$ cat config.mk
export PLATFORM = sky130hd
export DESIGN_NAME = ay8_mem_responder_flat
export DESIGN_NICKNAME = d
export VERILOG_FILES = /design/src/rtl/ay8_mem_responder_pkg.sv /design/src/rtl/ay8_mem_responder_if.sv /design/src/rtl/ay8_mem_array.sv /design/src/rtl/ay8_mem_responder.sv /design/src/flat_wrapper.sv
export SDC_FILE = /design/constraint.sdc
export NUM_CORES = 2
export LEC_CHECK = 0
export CORE_UTILIZATION = 55
export DETAILED_ROUTE_END_ITERATION = 8
export PLACE_DENSITY = 0.68
export SYNTH_ARGS = -nofsm -noshare
export SYNTH_HDL_FRONTEND = slang
export SYNTH_SLANG_ARGS = --single-unit
$ cat constraint.sdc
create_clock -name CLK -period 3.1 [get_ports CLK]
set_input_delay 0.62 -clock CLK [delete_from_list [all_inputs] [get_ports CLK]]
set_output_delay 0.62 -clock CLK [all_outputs]
set_load 0.05 [all_outputs]
$ cat src/rtl/ay8_mem_responder_pkg.sv
// rtl/ay8_mem_responder_pkg.sv - ay8_mem_pkg: bus cycle encodings, FSM state type and default widths
package ay8_mem_pkg;

  localparam logic MEM_READ  = 1'b1;
  localparam logic MEM_WRITE = 1'b0;

  localparam int ADDR_W_DEFAULT = 8;
  localparam int DATA_W_DEFAULT = 8;

  typedef enum logic [1:0] {
    ST_IDLE     = 2'd0,
    ST_RD_DRIVE = 2'd1,
    ST_WR_DATA  = 2'd2
  } mem_state_t;

endpackage

$ cat src/rtl/ay8_mem_responder_if.sv
// rtl/ay8_mem_responder_if.sv - AY8 multiplexed address/data bus as seen by core (master) and memory (slave)
interface ay8_mem_responder_if
  import ay8_mem_pkg::*;
#(
  parameter int DATA_W = DATA_W_DEFAULT
) ();

  logic              bus_req;
  logic              bus_rw;
  logic [DATA_W-1:0] bus_in;
  logic [DATA_W-1:0] bus_out;
  logic              bus_oe;

  modport master (
    output bus_req,
    output bus_rw,
    output bus_in,
    input  bus_out,
    input  bus_oe
  );

  modport slave (
    input  bus_req,
    input  bus_rw,
    input  bus_in,
    output bus_out,
    output bus_oe
  );

endinterface

$ cat src/rtl/ay8_mem_array.sv
// rtl/ay8_mem_array.sv - DEPTH x DATA_W storage, two sync write ports (bus over loader), one async read port
module ay8_mem_array #(
  parameter int ADDR_W = 8,
  parameter int DATA_W = 8
) (
  input  logic              clk,
  input  logic              bus_we,
  input  logic [ADDR_W-1:0] bus_addr,
  input  logic [DATA_W-1:0] bus_data,
  input  logic              load_we,
  input  logic [ADDR_W-1:0] load_addr,
  input  logic [DATA_W-1:0] load_data,
  input  logic [ADDR_W-1:0] rd_addr,
  output logic [DATA_W-1:0] rd_data
);

  localparam int DEPTH = 2 ** ADDR_W;

  logic [DATA_W-1:0] mem [DEPTH];

  // Bus write is issued last so it overrides a loader write to the same word.
  always_ff @(posedge clk) begin
    if (load_we) mem[load_addr] <= load_data;
    if (bus_we)  mem[bus_addr]  <= bus_data;
  end

  assign rd_data = mem[rd_addr];

endmodule

$ cat src/rtl/ay8_mem_responder.sv
// rtl/ay8_mem_responder.sv - AY8 memory-side bus responder; AY8_MEM_ROM_PROTECT_EN blocks bus writes below ROM_TOP
module ay8_mem_responder
  import ay8_mem_pkg::*;
#(
  parameter int              ADDR_W  = ADDR_W_DEFAULT,
  parameter int              DATA_W  = DATA_W_DEFAULT,
  parameter logic [ADDR_W-1:0] ROM_TOP = ADDR_W'('h80)
) (
  input  logic              CLK,
  input  logic              RST,
  ay8_mem_responder_if.slave bus,
  input  logic              load_we,
  input  logic [ADDR_W-1:0] load_addr,
  input  logic [DATA_W-1:0] load_data,
  output logic              proto_err,
  output logic [15:0]       rd_count
);

  localparam logic [1:0] IDLE     = ST_IDLE;
  localparam logic [1:0] RD_DRIVE = ST_RD_DRIVE;
  localparam logic [1:0] WR_DATA  = ST_WR_DATA;

`ifdef AY8_MEM_ROM_PROTECT_EN
  localparam bit ROM_PROTECT = 1'b1;
`else
  localparam bit ROM_PROTECT = 1'b0;
`endif

  logic [1:0]        state;
  logic [ADDR_W-1:0] addr;
  logic [DATA_W-1:0] rd_data;
  logic [DATA_W-1:0] out_q;
  logic              oe_q;
  logic              wr_blocked;
  logic              bus_we;

  assign wr_blocked = ROM_PROTECT && (addr < ROM_TOP);
  // Gating with RST makes a reset during WR_DATA abandon the commit.
  assign bus_we     = RST && (state == WR_DATA) && !wr_blocked;

  ay8_mem_array #(
    .ADDR_W (ADDR_W),
    .DATA_W (DATA_W)
  ) u_array (
    .clk       (CLK),
    .bus_we    (bus_we),
    .bus_addr  (addr),
    .bus_data  (bus.bus_in),
    .load_we   (load_we),
    .load_addr (load_addr),
    .load_data (load_data),
    .rd_addr   (bus.bus_in[ADDR_W-1:0]),
    .rd_data   (rd_data)
  );

  always_ff @(posedge CLK) begin
    if (!RST) begin
      state     <= IDLE;
      addr      <= '0;
      out_q     <= '0;
      oe_q      <= 1'b0;
      proto_err <= 1'b0;
      rd_count  <= 16'h0000;
    end else begin
      proto_err <= 1'b0;
      oe_q      <= 1'b0;
      case (state)
        IDLE: begin
          if (bus.bus_req) begin
            addr <= bus.bus_in[ADDR_W-1:0];
            if (bus.bus_rw == MEM_READ) begin
              out_q <= rd_data;
              oe_q  <= 1'b1;
              state <= RD_DRIVE;
            end else if (bus.bus_rw == MEM_WRITE) begin
              state <= WR_DATA;
            end
          end
        end
        RD_DRIVE: begin
          rd_count <= rd_count + 16'd1;
          state    <= IDLE;
          if (bus.bus_req) proto_err <= 1'b1;
        end
        WR_DATA: begin
          state <= IDLE;
          if (bus.bus_req || wr_blocked) proto_err <= 1'b1;
        end
        default: state <= IDLE;
      endcase
    end
  end

  assign bus.bus_out = out_q;
  assign bus.bus_oe  = oe_q;

endmodule

$ cat src/flat_wrapper.sv
// flat-port wrapper written by rule: the top's interface ports become plain ports
module ay8_mem_responder_flat import ay8_mem_pkg::*;
#(
  parameter int              ADDR_W  = ADDR_W_DEFAULT,
  parameter int              DATA_W  = DATA_W_DEFAULT,
  parameter logic [ADDR_W-1:0] ROM_TOP = ADDR_W'('h80)
)
  (CLK, RST, load_we, load_addr, load_data, proto_err, rd_count, bus_bus_req, bus_bus_rw, bus_bus_in, bus_bus_out, bus_bus_oe);
  ay8_mem_responder_if #(.DATA_W(DATA_W)) bus_i ();
  input  logic CLK;
  input  logic RST;
  input  logic load_we;
  input  logic [ADDR_W-1:0] load_addr;
  input  logic [DATA_W-1:0] load_data;
  output logic proto_err;
  output logic [15:0] rd_count;
  input wire logic [$bits(bus_i.bus_req)-1:0] bus_bus_req;
  input wire logic [$bits(bus_i.bus_rw)-1:0] bus_bus_rw;
  input wire logic [$bits(bus_i.bus_in)-1:0] bus_bus_in;
  output wire logic [$bits(bus_i.bus_out)-1:0] bus_bus_out;
  output wire logic [$bits(bus_i.bus_oe)-1:0] bus_bus_oe;
  assign bus_i.bus_req = bus_bus_req;
  assign bus_i.bus_rw = bus_bus_rw;
  assign bus_i.bus_in = bus_bus_in;
  assign bus_bus_out = bus_i.bus_out;
  assign bus_bus_oe = bus_i.bus_oe;
  ay8_mem_responder #(.ADDR_W(ADDR_W), .DATA_W(DATA_W), .ROM_TOP(ROM_TOP)) u_core (.CLK(CLK), .RST(RST), .bus(bus_i), .load_we(load_we), .load_addr(load_addr), .load_data(load_data), .proto_err(proto_err), .rd_count(rd_count));
endmodule
==> Word-level counts from Yosys, hierarchy flattened <==
Memories as Yosys holds them, arrays and structs flattened. A register that Yosys moved wholly into a read port is not among the register bits.
Cells that the tools add are included.
{ "word_totals": {"ff_bits": 28, "ram_bits": 2048, "in_bits": 29, "output_inout_bits": 26, "elab_cells": 25, "n_memories": 1} }
{ "classes": {"n_addsub": 1, "n_eq_ne": 2, "muxes": 7, "reduce_logical": 9} }
{ "memory_table": {"columns": ["memory", "depth", "width", "read_ports", "rd_ports_with_merged_regs", "wr", "line_no", "source"], "rows": [
  ["u_core.u_array.mem", 256, 8, 1, 1, 2, "ay8_mem_array.sv:19", "logic [DATA_W-1:0] mem [DEPTH];"]
]} }
{ "ops": {"columns": ["op", "count"], "rows": [
  ["16-bit by 1-bit adder with 16-bit output, second input constant", 1],
  ["1-bit two-way mux", 6],
  ["2-bit AND reduction", 3],
  ["3-bit AND reduction", 2],
  ["2-bit by 1-bit equality test with 1-bit output, second input constant", 1],
  ["2-bit equality test, second input constant", 1],
  ["2-bit logical NOT", 1],
  ["2-bit two-way mux", 1],
  ["2-bit OR reduction", 1],
  ["1-bit logical AND", 1],
  ["1-bit logical NOT", 1]
]} }

==> Depth between registers and ports, before layout <==
{ "depth": {"word_depth": 4, "depth_mapped": 14} }

==> Hierarchy <==
A second synthesis with hierarchy kept.
{ "unflattened": {"cells_unflattened": 6703, "area_unflattened_um2": 108119.9} }
{ "by_module_without_submodules": {"columns": ["module", "instances", "cells_per_inst", "area_each_um2", "seq_area_each_um2"], "rows": [
  ["ay8_mem_array", 1, 6529, 106604.7, 61499.0],
  ["ay8_mem_responder", 1, 174, 1515.2, 720.7]
]} }

==> Least setup slack after synthesis <==
No wires, ideal clock.
{ "synth_timing": {"path_kind": "in2reg", "start": "in RST", "end": "mem u_core.u_array.mem[128][0] (enable)", "setup_time_ns": 0.384, "arrival_time_ns": 2.324, "setup_slack_ns": 0.392, "stages": 7, "path_buffers": 2, "cell_sequence": "nand2_1 or3_1 nor3_1 buf_2 nand2_1 clkbuf_1 o21ai_0"} }
{ "synth_lines": {"columns": ["item", "line_no", "source"], "rows": [
  ["start: declaration", "flat_wrapper.sv:11", "input logic RST;"],
  ["end: declaration", "ay8_mem_array.sv:19", null]
]} }

==> impl_metrics.json <==
{
  "status": "finished with violations",
  "violations": "max-capacitance violations, max-slew violations, negative setup slack",
  "min_period_over_period": 1.07,
  "reg2reg_slack_ns": 0.07,
  "met2_usage": 0.541,
  "synth_edf_count": 2048,
  "ios": 55,
  "startpoint": "bus_bus_in[0]",
  "hp-class": "in -> reg",
  "clock_latency_ns": 0.87,
  "final_cells": 10800,
  "critical_path_class": "in -> reg",
  "ys_seq_elements": 2084,
  "final_core_util": 0.649,
  "path_max_fanout": 18,
  "ir_drop_v": 0.000559,
  "crit_chain": "buf_8 -> buf_12 -> buf_12 -> buf_4 -> mux4_1 -> a2111oi_0 -> or4_1 -> or4_1 -> nand3_1",
  "io_buffers": 54,
  "startpoint_type": "input port",
  "cts_tree": "built",
  "ys_warn_count": 0,
  "die_h_um": 446,
  "root_buffer": "clkbuf_16",
  "drive_gt1_frac": 0.482,
  "yosysUniqueCellTypes": 73,
  "syn_area_um2": 108000,
  "reg2reg_to": "u_core.bus.bus_out[2]",
  "use_met3": 0.0655,
  "cp-endpoint": "u_core.bus.bus_out[2]",
  "grt_pass1_vias": 71100,
  "placed_area_um2": 120000,
  "grt_busiest_layer": "met2",
  "seq_area_um2": 62200,
  "antenna_found_initial": 19,
  "critPathSlowestCell": "a2111oi_0",
  "core_area_um2": 195000,
  "max_cap_viol_count": 1,
  "use_met1": 0.459,
  "async_reset_ff_frac": 0,
  "firstDrtPassIters": 6,
  "power.density_nw_per_um2": 494,
  "multiInputGateArea_um2": 42200,
  "die_w_um": 446,
  "holdBufCountCts": 0,
  "cts_buffer_depth": 3,
  "area_growth_pct": 17.1,
  "clk_pin_slew_ns": 0.06,
  "setup_tns_ns": -0.214,
  "ys_seq_area_frac": 0.574,
  "wirelength_um": 343000,
  "drt_iter0_drc": 8624,
  "routed_via_density": 6.65,
  "fmax_ghz": 0.302,
  "worst_ep_arrival_time_ns": 4.06,
  "finalClockSkew_ns": 0.0363,
  "dp.cells": 10300,
  "place_congestion": 0.943,
  "cts_made_buffers": 218,
  "grt_overflow": 0,
  "post-dp-hpwl_um": 227000,
  "drc": 0,
  "routedWlPerCell_um": 31.9,
  "synth_ff_type": "edfxtp_1",
  "endpoint_kind": "flop",
  "r2r_cells": 5,
  "nets": 7976,
  "avgSynthCellArea_um2": 15.0,
  "vias": 71500,
  "slew_violations": 2,
  "htreeDepth": 4,
  "track_usage": 0.343,
  "core.rowCount": 162,
  "p_leak_nw": 43.6,
  "grt_pass1_wl_um": 496000,
  "cp_slowest_stage_delay_ns": 1.38,
  "r2r_start": "u_core.u_array.mem[105][2]",
  "synth_nets": 7249,
  "slew_headroom": -0.123,
  "setup_ws_ns": -0.214,
  "fillers": 14200,
  "start_util": 0.554,
  "ant_nets": 0,
  "grt_max_degree": 151,
  "rsz0062_at_grt": "no",
  "hold_viol": 0,
  "worstMarginPinSlew_ns": 1.64,
  "die-area_um2": 199000,
  "setup_viol": 1,
  "min_period_ns": 3.31,
  "clock-sinks": 2084,
  "synthCells": 7216,
  "cp.required_ns": 3.84,
  "pre_cts_ws_ns": -0.950,
  "design_area_um2": 127000
}
-- where the power goes --
part           switching, mW  internal, mW
logic                   3.25          2.38
clock network           11.2          14.7
registers             0.0642          31.0
-- flip-flops by register name, indices dropped and copies added, names as in the netlist --
register            flops
u_core.u_array.mem   2048
u_core.rd_count        16
u_core.addr             8
u_core.bus.bus_out      8
u_core.state            2
u_core.bus.bus_oe       1
u_core.proto_err        1
-- layer usage --
layer	wire [um]	up-vias
met5	45	-
met4	17300	6
met3	33600	795
met2	162000	4114
met1	131000	36700
li1	-	29900
-- cell type report --
class,count,area share
Sequential cell,2084,0.490
Multi-Input combinational cell,4280,0.333
Timing Repair Buffer,1352,0.0956
Clock buffer,265,0.0451
Tap cell,2624,0.0259
Clock inverter,135,0.00959
Inverter,7,0.000306
Antenna cell,11,0.000217
-- through the flow --
| stage | power, mW | hold WS (ns) |
|---|---|---|
| 6_report | 62.6 | 0.212 |
| 5_1_grt | 64.0 | 0.201 |
| 4_1_cts | 62.7 | 0.156 |
| 3_5_place_dp | 37.1 | 0.490 |
| 3_3_place_gp | 37.0 | 0.477 |
| 2_1_floorplan | 35.0 | 0.467 |
-- critical path: cells and delay by family --
kind / cells / cell delay, ns
muxes: 1 / 0.56
and+or+nand+nor: 3 / 0.64
AOI/OAI and AO/OA: 1 / 1.38
buffers and inverters: 4 / 0.80
-- what timing repair did --
action                                 CTS  global route
setup endpoints to repair                2             1
gates resized for setup                  2             1
gates cloned                             0             0
endpoints found under the hold margin    0             0
buffers inserted                         0             0
-- cell usage after synthesis (59+ instances only) --
cell type	number	area, um^2
clkbuf_1	626	2350
mux4_2	338	7610
mux2_2	1910	21500
nand2_1	385	1450
edfxtp_1	2048	61500
buf_1	59	221
o22ai_1	292	1830
buf_2	62	310
nor2_1	256	961
mux2i_1	311	3110
o21ai_0	256	1280
a21oi_1	62	310
-- kinds of logic (layout without fill, tap and decap cells) --
kind of cell             after synthesis  in the layout  synth area share
AO/OA/AOI/OAI                        838            838            0.0485
multiplexers                        2593           2593             0.306
AND/OR/NAND/NOR                      831            831            0.0329
buffers and inverters                852           1759            0.0370
XOR/XNOR                              14             14           0.00113
flip-flops                          2084           2084             0.574
other                                  0             11                 0
adder cells (fa/ha/maj)                4              4          0.000462
-- worst min-delay path by stage --
stage | from | to | slack [ns] | depth (start not counted)
floorplan | u_core.state[0] | u_core.state[0] | 0.47 | 2
finish | bus_bus_in[2] | u_core.u_array.mem[35][2] | 0.21 | 3
CTS | bus_bus_in[2] | u_core.u_array.mem[35][2] | 0.16 | 3
global placement | u_core.state[0] | u_core.state[0] | 0.48 | 2
detailed placement | u_core.rd_count[11] | u_core.rd_count[11] | 0.49 | 2
global route | bus_bus_in[2] | u_core.u_array.mem[35][2] | 0.20 | 3
-- placed cells by master, fill, tap and decap left out, types with 53 or more instances in the layout --
cell and count:
nor2_1 252, clkbuf_16 222, mux4_2 338, mux2i_1 311, o221ai_1 53, a22oi_1 53
buf_12 141, mux2_2 1910, nand2_1 378, o22ai_1 292, o21ai_0 255, edfxtp_1 2048
a211oi_1 58, buf_4 1157, a21oi_1 62
Note: power is estimated with default switching activity, not from simulation.
